**config.mk**
```make
export PLATFORM = sky130hd
export DESIGN_NAME = alu_issue
export DESIGN_NICKNAME = d
export VERILOG_FILES = /design/src/rtl/alu_pkg.sv /design/src/rtl/multu_seq.sv /design/src/rtl/alu_issue.sv
export SDC_FILE = /design/constraint.sdc
export NUM_CORES = 1
export LEC_CHECK = 0
export CAP_MARGIN = 20
export CORE_MARGIN = 10
export CORE_UTILIZATION = 55
export DETAILED_ROUTE_END_ITERATION = 10
export DONT_BUFFER_PORTS = 1
export GPL_TIMING_DRIVEN = 0
export HOLD_SLACK_MARGIN = 0.12
export PLACE_DENSITY_LB_ADDON = 0.25
export SETUP_SLACK_MARGIN = 0.3
export SYNTH_ARGS = -nofsm -noshare
export SYNTH_HDL_FRONTEND = slang
export SYNTH_SLANG_ARGS = --single-unit
```
**constraint.sdc**
```tcl
create_clock -name clk -period 13.9 [get_ports clk]
set_input_delay 2.085 -clock clk [delete_from_list [all_inputs] [get_ports clk]]
set_output_delay 2.085 -clock clk [all_outputs]
set_load 0.1 [all_outputs]
```
**src/rtl/alu_pkg.sv**
```systemverilog
// Shared definitions for the EX-stage ALU issue unit.
// Holds the ALU operation codes driven to the 32-bit ALU, the main-control
// ALUOp class encodings, the R-type funct values the unit understands,
// the EX result-mux select encodings and the multiply FSM state type.
package alu_pkg;

    typedef enum logic [2:0] {
        ALU_AND = 3'b000,
        ALU_OR  = 3'b001,
        ALU_ADD = 3'b010,
        ALU_SUB = 3'b011,
        ALU_SLT = 3'b100
    } alu_signal_e;

    localparam logic [1:0] ALUOP_MEM    = 2'b00;
    localparam logic [1:0] ALUOP_BRANCH = 2'b01;
    localparam logic [1:0] ALUOP_RTYPE  = 2'b10;
    localparam logic [1:0] ALUOP_RSVD   = 2'b11;

    localparam logic [5:0] FUNCT_ADD   = 6'h20;
    localparam logic [5:0] FUNCT_SUB   = 6'h22;
    localparam logic [5:0] FUNCT_AND   = 6'h24;
    localparam logic [5:0] FUNCT_OR    = 6'h25;
    localparam logic [5:0] FUNCT_SLT   = 6'h2A;
    localparam logic [5:0] FUNCT_MFHI  = 6'h10;
    localparam logic [5:0] FUNCT_MFLO  = 6'h12;
    localparam logic [5:0] FUNCT_MULTU = 6'h19;

    typedef enum logic [1:0] {
        HILO_ALU = 2'b00,
        HILO_HI  = 2'b01,
        HILO_LO  = 2'b10
    } hilo_sel_e;

    typedef enum logic [1:0] {
        ST_IDLE,
        ST_BUSY,
        ST_DONE
    } mul_state_e;

endpackage

```
**src/rtl/multu_seq.sv**
```systemverilog
// Unsigned shift-add multiply sequencer with the HI/LO registers.
// Ports:
//   clk, rst        clock and asynchronous active-high reset
//   start           capture operands and begin a WIDTH-step multiply
//   multiplicand    operand added into the upper accumulator half
//   multiplier      operand loaded into the lower accumulator half
//   last            high during the final step; HI/LO load at that edge
//   hi, lo          full 2*WIDTH-bit product of the last completed multiply
module multu_seq
    import alu_pkg::*;
#(
    parameter int WIDTH = 32
) (
    input  logic             clk,
    input  logic             rst,
    input  logic             start,
    input  logic [WIDTH-1:0] multiplicand,
    input  logic [WIDTH-1:0] multiplier,
    output logic             last,
    output logic [WIDTH-1:0] hi,
    output logic [WIDTH-1:0] lo
);

    localparam int CNT_W = $clog2(WIDTH);
    localparam logic [CNT_W-1:0] LAST_COUNT = CNT_W'(WIDTH - 1);

    logic [WIDTH-1:0] mcand_q, mcand_d;
    logic [WIDTH:0]   p_hi_q, p_hi_d;
    logic [WIDTH-1:0] p_lo_q, p_lo_d;
    logic [CNT_W-1:0] count_q, count_d;
    logic             running_q, running_d;
    logic [WIDTH-1:0] hi_q, hi_d;
    logic [WIDTH-1:0] lo_q, lo_d;
    logic [WIDTH:0]   step_sum;

    // P_hi carries one extra bit so the add never loses its carry before
    // the shift folds it back into the product.
    always_comb begin
        mcand_d   = mcand_q;
        p_hi_d    = p_hi_q;
        p_lo_d    = p_lo_q;
        count_d   = count_q;
        running_d = running_q;
        hi_d      = hi_q;
        lo_d      = lo_q;
        step_sum  = p_hi_q + (p_lo_q[0] ? {1'b0, mcand_q} : '0);
        last      = running_q && (count_q == LAST_COUNT);

        if (start) begin
            mcand_d   = multiplicand;
            p_hi_d    = '0;
            p_lo_d    = multiplier;
            count_d   = '0;
            running_d = 1'b1;
        end else if (running_q) begin
            p_hi_d  = {1'b0, step_sum[WIDTH:1]};
            p_lo_d  = {step_sum[0], p_lo_q[WIDTH-1:1]};
            count_d = count_q + CNT_W'(1);
            if (last) begin
                running_d = 1'b0;
                hi_d      = step_sum[WIDTH:1];
                lo_d      = {step_sum[0], p_lo_q[WIDTH-1:1]};
            end
        end
    end

    always_ff @(posedge clk or posedge rst) begin
        if (rst) begin
            mcand_q   <= '0;
            p_hi_q    <= '0;
            p_lo_q    <= '0;
            count_q   <= '0;
            running_q <= 1'b0;
            hi_q      <= '0;
            lo_q      <= '0;
        end else begin
            mcand_q   <= mcand_d;
            p_hi_q    <= p_hi_d;
            p_lo_q    <= p_lo_d;
            count_q   <= count_d;
            running_q <= running_d;
            hi_q      <= hi_d;
            lo_q      <= lo_d;
        end
    end

    assign hi = hi_q;
    assign lo = lo_q;

endmodule

```
**src/rtl/alu_issue.sv**
```systemverilog
// EX-stage ALU issue unit: decodes ALUOp/funct into the ALU operation code
// and result-mux select, and sequences MULTU through multu_seq while
// stalling the pipeline.
// Ports:
//   clk, rst          clock and asynchronous active-high reset
//   in_valid          ID/EX holds a valid instruction
//   alu_op, funct     main-control class and R-type function field
//   src_a, src_b      forwarded operands (MULTU multiplicand / multiplier)
//   alu_signal        ALU operation code
//   hilo_sel          EX result mux select (ALU / HI / LO)
//   illegal           valid R-type with an unsupported funct
//   stall             hold IF/ID/EX and bubble MEM
//   mul_done          one-cycle pulse in the cycle after HI/LO update
//   hi, lo            HI/LO registers
module alu_issue
    import alu_pkg::*;
#(
    parameter int WIDTH = 32
) (
    input  logic             clk,
    input  logic             rst,
    input  logic             in_valid,
    input  logic [1:0]       alu_op,
    input  logic [5:0]       funct,
    input  logic [WIDTH-1:0] src_a,
    input  logic [WIDTH-1:0] src_b,
    output logic [2:0]       alu_signal,
    output logic [1:0]       hilo_sel,
    output logic             illegal,
    output logic             stall,
    output logic             mul_done,
    output logic [WIDTH-1:0] hi,
    output logic [WIDTH-1:0] lo
);

    alu_signal_e sig;
    hilo_sel_e   sel;
    logic        illegal_funct;
    logic        multu_req;
    logic        seq_start;
    logic        seq_last;
    mul_state_e  state_q, state_d;
    logic        mul_done_q, mul_done_d;

    always_comb begin
        sig           = ALU_ADD;
        sel           = HILO_ALU;
        illegal_funct = 1'b0;
        case (alu_op)
            ALUOP_MEM:    sig = ALU_ADD;
            ALUOP_BRANCH: sig = ALU_SUB;
            ALUOP_RSVD:   sig = ALU_ADD;
            default: begin
                case (funct)
                    FUNCT_ADD:   sig = ALU_ADD;
                    FUNCT_SUB:   sig = ALU_SUB;
                    FUNCT_AND:   sig = ALU_AND;
                    FUNCT_OR:    sig = ALU_OR;
                    FUNCT_SLT:   sig = ALU_SLT;
                    FUNCT_MFHI:  sel = HILO_HI;
                    FUNCT_MFLO:  sel = HILO_LO;
                    FUNCT_MULTU: sig = ALU_ADD;
                    default:     illegal_funct = 1'b1;
                endcase
            end
        endcase
    end

    assign alu_signal = sig;
    assign hilo_sel   = sel;
    assign illegal    = in_valid && illegal_funct;
    assign multu_req  = in_valid && (alu_op == ALUOP_RTYPE) && (funct == FUNCT_MULTU);

    // In DONE the finished MULTU is still sitting in EX; it must not be
    // accepted again, so only IDLE may start the sequencer.
    always_comb begin
        state_d    = state_q;
        mul_done_d = 1'b0;
        seq_start  = 1'b0;
        case (state_q)
            ST_IDLE: begin
                if (multu_req) begin
                    seq_start = 1'b1;
                    state_d   = ST_BUSY;
                end
            end
            ST_BUSY: begin
                if (seq_last) begin
                    state_d    = ST_DONE;
                    mul_done_d = 1'b1;
                end
            end
            default: state_d = ST_IDLE;
        endcase
    end

    always_ff @(posedge clk or posedge rst) begin
        if (rst) begin
            state_q    <= ST_IDLE;
            mul_done_q <= 1'b0;
        end else begin
            state_q    <= state_d;
            mul_done_q <= mul_done_d;
        end
    end

    // Reset must release the pipeline immediately even while the MULTU
    // that was in flight is still presented on the inputs.
    assign stall    = !rst && (((state_q == ST_IDLE) && multu_req) || (state_q == ST_BUSY));
    assign mul_done = mul_done_q;

    multu_seq #(
        .WIDTH(WIDTH)
    ) u_multu_seq (
        .clk          (clk),
        .rst          (rst),
        .start        (seq_start),
        .multiplicand (src_a),
        .multiplier   (src_b),
        .last         (seq_last),
        .hi           (hi),
        .lo           (lo)
    );

endmodule

```
==> out/summary.txt, run 1 <==
mux cell area share after synthesis = 4.52%
RSZ-0062 raised after global routing = no
worst min path class = flop to flop
fillcell total = 1439
grt met2 use = 37.8%
CTS Buffer Depth = 2
Slew Viols, Final = 0
post-CTS resize count = 0
Die ar. = 21900 sq um
Tot GR Track Use = 23.3%
Sw Pwr = 0.517 mW
Post-synth ARST share = 100%
clock sink count = 169
Synth Area in Compound Gates = 14.0%
ANT nets after route = 0
Unique masters post-synth = 69
Area growth syn-to-layout = 10.6%
count of final hold-check violations = 0
initial antenna violation count = 0
startpoint types = input port
core region area = 16000 sq um
Post-Synth XOR/XNOR Area = 2.23%
Worst path max stage delay = 0.53 ns
dpl cells = 1234
Initial Util = 56.5%
Synth Flop Type = dfrtp_1
Comb power frac = 25.2%
sequential area share after synthesis = 46.8%
clock root buffer = clkbuf_16
skew final = 0.00832 ns
first-pass GRT wire length = 40900 um
met1 usage = 30.8%
vias = 7329
pwr dens = 150 nW/um^2
CP max-delay cell = or4_4
WL final = 25300 um
Die W = 148 um
CTS tree = yes
Post-Synthesis Cell Area = 9030 sq um
Top delay family on crit path = buffers and inverters
fmax = 161 MHz
Final Core Density = 62.4%
Synth Register Bits = 169
final setup vio count = 0
Clock transition at path regs = 0.06 ns
post-cts hold buffer count = 0
fin cells = 1266
io pins = 147
Post CTS Setup Buffer Count = 0
period utilization = 44.7%
crit-path max FO = 10
post-layout min period = 6.22 ns
Worst Path Arrival = 4.13 ns
DR DRC count = 0
PortBufs = 0
share of layout cells above drive strength 1 = 7.71%
Die Y = 148 um
maximum number of pins on one net before global-route repair = 123
Power Internal = 0.977 mW
CTS H-tree lvls = 4
area leader, netlist = dfrtp_1
Crit path buffers/inverters = 5
row count = 46
syn_nets = 1125
gp weighted congestion = 0.911
Crit. End Element = primary output
Post-synth EDFFs = 0
Synth area leaders = dfrtp_1, nand2_1, ha_1
critical path class = input port to primary output
total gr overflow = 0
cell count after synthesis = 1015
post-synthesis simple-gate area fraction = 23.8%
leakage = 4.44 nW
setup_tns = 0 ns
Switching Share = 34.6%
clock share of power = 30.8%
Worst slew margin = 25.8%
power share of the sequential group = 44.1%
met3 Resource Use GR = 5.95%
share of Yosys cell area claimed by the top area cell type = 46.8%
Least-Margin Pin Slew = 1.11 ns
pre-CTS setup slack = 7.69 ns
largest family of logic cells by synthesized area = simple AND/OR/NAND/NOR gates
total CTS buffers = 17
syn_area_per_cell = 8.90 sq um
DP HPWL = 18500 um
wire per inst = 20.0 um
vias in the first global route = 7408
max_cap viols = 0
Pre-Repair DR Iteration Count = 6
DR iter-0 viols = 547
crit path cell chain = buf_2, and4bb_1, nand2b_1, or4_4, buf_2, buf_6, buf_6, a21oi_2, buf_16
n_diodes = 0
drt via density = 5.79
worst endpoint required time = 11.81 ns
PnR worst setup slack = 7.68 ns
Nets = 1147
outcome = finished clean
GRT busiest layer = met2
Synth Warn # = 0
adder-cell share of the synthesized area = 4.93%
Skew-Pair Late Insertion Delay = 0.43 ns
worst vdd ir = 86.7 uV
per-stage QoR:
step           hold slack (ns)  instance area (sq um)  power, mW
6_report                 0.463                   9990       1.49
5_1_grt                  0.498                   9990       1.58
4_1_cts                  0.471                   9990       1.50
3_5_place_dp             0.455                   9420       1.03
3_3_place_gp             0.451                   9300       1.02
2_1_floorplan            0.437                   9030      0.936
final timing paths:
check | slack (ns) | cells past startpoint | start | end
max | 7.68 | 9 | funct[1] | stall
min | 0.46 | 2 | u_multu_seq.mcand_q[24] | u_multu_seq.mcand_q[24]
max reg2reg | 10.43 | 10 | u_multu_seq.p_lo_q[0] | u_multu_seq.hi[22]
min reg2reg | 0.46 | 2 | u_multu_seq.mcand_q[24] | u_multu_seq.mcand_q[24]
max in group asynchronous | 11.43 | 2 | rst | u_multu_seq.count_q[1]
min in group asynchronous | 1.50 | 1 | rst | u_multu_seq.lo[26]
sequential cells by signal, summed over array words and instances, names as in the netlist:
name,cells
mul_done,1
u_multu_seq.lo,32
u_multu_seq.p_hi_q,32
u_multu_seq.count_q,5
u_multu_seq.hi,32
u_multu_seq.running_q,1
u_multu_seq.p_lo_q,32
state_q,2
u_multu_seq.mcand_q,32
worst register-to-register path, delay by kind of cell (launching register included):
| kind | cells | cell delay [ns] |
|---|---|---|
| buf+inv | 1 | 0.36 |
| simple gates | 3 | 0.67 |
| fa+ha+maj | 1 | 0.25 |
| compound gates | 4 | 1.19 |
| xor+xnor | 1 | 0.26 |
| flops | 1 | 0.62 |
cells by family (layout without fill, tap and decap cells):
| group | Yosys count | count (layout) |
|---|---|---|
| multiplexers | 40 | 40 |
| AND/OR/NAND/NOR | 477 | 477 |
| XOR/XNOR | 23 | 23 |
| flip-flops | 169 | 169 |
| AO/OA/AOI/OAI | 203 | 203 |
| buffers and inverters | 68 | 103 |
| adder cells (fa/ha/maj) | 35 | 35 |
cell type report:
type | count | area, sq um | share of cell area [%]
Clock buffer | 19 | 443 | 4.43
Tap cell | 216 | 270 | 2.71
Multi-Input combinational cell | 778 | 4520 | 45.2
Clock inverter | 13 | 121 | 1.22
Inverter | 12 | 52.6 | 0.526
Timing Repair Buffer | 3 | 70.1 | 0.701
Sequential cell | 169 | 4230 | 42.3
Buffer | 56 | 287 | 2.87
power groups by stage:
stage | clock network [mW] | logic [mW] | registers, mW
5_1_grt | 0.484 | 0.426 | 0.667
4_1_cts | 0.466 | 0.374 | 0.656
6_report | 0.459 | 0.376 | 0.658
3_5_place_dp | 0 | 0.371 | 0.663
2_1_floorplan | 0 | 0.292 | 0.643
3_3_place_gp | 0 | 0.362 | 0.662
per-layer routing:
layer / routed length (um) / vias to the layer above
li1: - / 3521
met1: 11100 / 3559
met2: 12100 / 233
met3: 1880 / 16
met4: 277 / 0
met5: 0 / -
synth_stat cells, types with 3 or more instances:
| master | instances |
|---|---|
| a21oi_1 | 45 |
| nand4_1 | 12 |
| xor2_1 | 12 |
| nand3_1 | 27 |
| o21bai_1 | 5 |
| xnor2_1 | 11 |
| a21o_1 | 11 |
| buf_4 | 7 |
| inv_1 | 11 |
| nor3b_1 | 3 |
| nor2_1 | 40 |
| buf_1 | 3 |
| a211oi_1 | 7 |
| ha_1 | 34 |
| clkbuf_1 | 26 |
| o21ai_0 | 58 |
| o21ai_1 | 28 |
| a31oi_1 | 4 |
| nand2b_1 | 4 |
| nand3b_1 | 3 |
| and3_1 | 8 |
| nor3_1 | 8 |
| nor2b_1 | 14 |
| nand2_1 | 299 |
| and2_1 | 40 |
| o21a_1 | 13 |
| mux2i_1 | 37 |
| dfrtp_1 | 169 |
| buf_6 | 4 |
| or3_1 | 5 |
| buf_2 | 16 |
cell usage in the layout (no fill, tap or decap), types with 4 or more instances in the layout:
master	count
nor3_1	8
a21o_1	11
clkinvlp_4	4
o21ai_0	57
a211oi_1	7
o21bai_1	5
or3_1	5
buf_2	16
and3_1	8
and2_1	40
mux2i_1	37
nor2b_1	14
nand2b_1	4
clkbuf_1	27
nand4_1	12
o21a_1	13
ha_1	34
o21ai_1	28
dfrtp_1	169
inv_1	10
a31oi_1	4
xor2_1	12
a21oi_1	44
nand2_1	299
nand3_1	27
xnor2_1	11
nor2_1	39
clkbuf_16	17
buf_6	4
buf_4	7
Power figures use the tool's default switching activity.
==> run 2: changes to the inputs <==
Settings changed: ABC_AREA set to 1.
Clock period 13.9 ns to 5.23 ns, I/O delays scaled along.
==> out/summary.txt, run 2 <==
io pins = 147
Synth Register Bits = 169
most common cell in the netlist = nand2_1
pwr dens = 527 nW/um^2
Worst slew margin = 27.9%
first-pass GRT wire length = 42900 um
Synth Warn # = 0
Post-synth ARST share = 100%
leakage = 6.02 nW
Post-synth top cells = nand2_1, dfrtp_1, inv_1
DR iter-0 viols = 605
Slew Viols, Final = 0
Tot GR Track Use = 24.2%
syn_nets = 1399
clock sink count = 169
Post CTS Setup Buffer Count = 0
post-cts hold buffer count = 0
Die W = 150 um
CTS tree = yes
Post-synth EDFFs = 0
worst min path class = input port to asynchronous set/reset pin
Final Core Density = 62.4%
cell count after synthesis = 1289
initial antenna violation count = 0
critical path class = flop to flop
share of Yosys cell area claimed by the top area cell type = 45.6%
Pre-Repair DR Iteration Count = 5
Post-Synthesis Cell Area = 9280 sq um
row count = 47
core region area = 16600 sq um
DP Area = 9720 sq um
CTS H-tree lvls = 4
skew final = 0.0205 ns
gp weighted congestion = 0.938
ANT nets after route = 0
Die Y = 150 um
fillcell total = 1544
worst endpoint required time = 5.56 ns
setup_tns = 0 ns
maximum number of pins on one net before global-route repair = 42
vias = 8180
Worst Path Arrival = 3.38 ns
Clock transition at path regs = 0.09 ns
Least-Margin Pin Slew = 1.08 ns
sequential area share after synthesis = 45.6%
most common cell after layout, fill and taps aside = nand2_1
post-route design area = 10300 sq um
clock root buffer = clkbuf_16
DP HPWL = 20400 um
Unique masters post-synth = 34
Nets = 1426
period utilization = 58.2%
area leader, netlist = dfrtp_1
share of layout cells above drive strength 1 = 6.92%
DR DRC count = 0
RSZ-0062 raised after global routing = no
count of final hold-check violations = 0
total CTS buffers = 17
Area growth syn-to-layout = 11.4%
multi-input logic area = 4230 sq um
PortBufs = 0
commonest cells after routing, fill and taps aside = nand2_1, dfrtp_1, inv_1
outcome = finished clean
syn_area_per_cell = 7.20 sq um
Crit. End Element = flop
wire per inst = 17.3 um
post-CTS resize count = 0
drt via density = 5.28
storage element area = 4230 sq um
Die ar. = 22500 sq um
vias in the first global route = 8090
Synth area leaders = dfrtp_1, nand2_1, inv_1
Initial Util = 56.0%
startpoint types = flop
post-layout min period = 3.04 ns
n_diodes = 0
Synth Flop Type = dfrtp_1
max_cap viols = 0
Skew-Pair Late Insertion Delay = 0.45 ns
final setup vio count = 0
worst vdd ir = 381 uV
fmax = 329 MHz
WL final = 26800 um
crit-path max FO = 10
total gr overflow = 0
CTS Buffer Depth = 2
## run 2: changes by cell type in the layout (fill, tap and decap cells not counted), sizes merged, moves of 16 or more
cell,delta
nor2,+18
clkbuf,-16
and2,-39
nand2,+294
o21ai,-34
mux2i,-37
inv,+160
nand3,+55
## run 2: layout make-up
cell class,instances,share of cell area [%]
sequential,169,40.9
timing repair buffer,8,1.35
buffer,40,2.10
inverter,167,6.10
multi-input combinational,913,40.9
clock buffer,17,4.11
clock inverter,15,1.87
tap,220,2.66
## run 2: layer usage
| layer | wire, um | part of all wire [%] | up-vias | track usage [%] |
|---|---|---|---|---|
| li1 | - | - | 4029 | - |
| met1 | 11800 | 44 | 3882 | 31.8 |
| met2 | 12600 | 47 | 228 | 39.3 |
| met5 | 0 | 0 | - | 0 |
| met4 | 614 | 2.3 | 0 | 6.61 |
| met3 | 1770 | 6.6 | 41 | 5.86 |
## run 2: report_power, final
part	switching [mW]	internal, mW
Sequential	1.38	1.64
Combinational	0.733	0.394
Clock	0.654	0.655
Total	2.76	2.69
## run 2: logic make-up (layout without fill, tap and decap cells)
group / count (synthesis) / after routing / share of synthesized area (%)
AND/OR/NAND/NOR: 761 / 761 / 32.9
buffers and inverters: 207 / 247 / 9.10
flip-flops: 169 / 169 / 45.6
AO/OA/AOI/OAI: 101 / 101 / 6.16
adder cells (fa/ha/maj): 35 / 35 / 4.80
XOR/XNOR: 16 / 16 / 1.51
## run 2: worst max-delay path: stages, from the launching register on
cell and delay (ns):
dfrtp_1 0.32, clkbuf_1 0.50, clkbuf_1 0.44, nand2_1 0.10, inv_1 0.07, ha_1 0.30, nand2_1 0.11, nand3_1 0.19
nand2_1 0.10, nand2_1 0.11, nand2_1 0.08, nand2_1 0.18, nand2_1 0.17, nand3_1 0.10, nand3_1 0.10, nand2_1 0.07
## run 2: through the flow
| step | hold slack [ns] | cells | total power [mW] | setup WS [ns] |
|---|---|---|---|---|
| 6_report | 0.289 | 1549 | 5.46 | 2.19 |
| 5_1_grt | 0.327 | 1549 | 5.72 | 1.93 |
| 4_1_cts | 0.304 | 1549 | 5.47 | 2.18 |
| 3_5_place_dp | 0.465 | 1517 | 4.16 | 2.21 |
| 3_3_place_gp | 0.462 | 1509 | 4.10 | 0.388 |
| 2_1_floorplan | 0.449 | 1289 | 3.79 | 0.507 |
## run 2: path summary, 6_finish.rpt
kind	from	endpoint	cells past startpoint	slack, ns
hold / removal	rst	u_multu_seq.count_q[1]	1	0.29
min in group clk	src_a[18]	u_multu_seq.mcand_q[18]	2	0.44
max in group asynchronous	rst	u_multu_seq.mcand_q[16]	3	4.07
setup reg to reg	u_multu_seq.p_lo_q[0]	u_multu_seq.p_hi_q[30]	15	2.19
setup / recovery	u_multu_seq.p_lo_q[0]	u_multu_seq.p_hi_q[30]	15	2.19
hold reg to reg	u_multu_seq.mcand_q[16]	u_multu_seq.mcand_q[16]	2	0.48
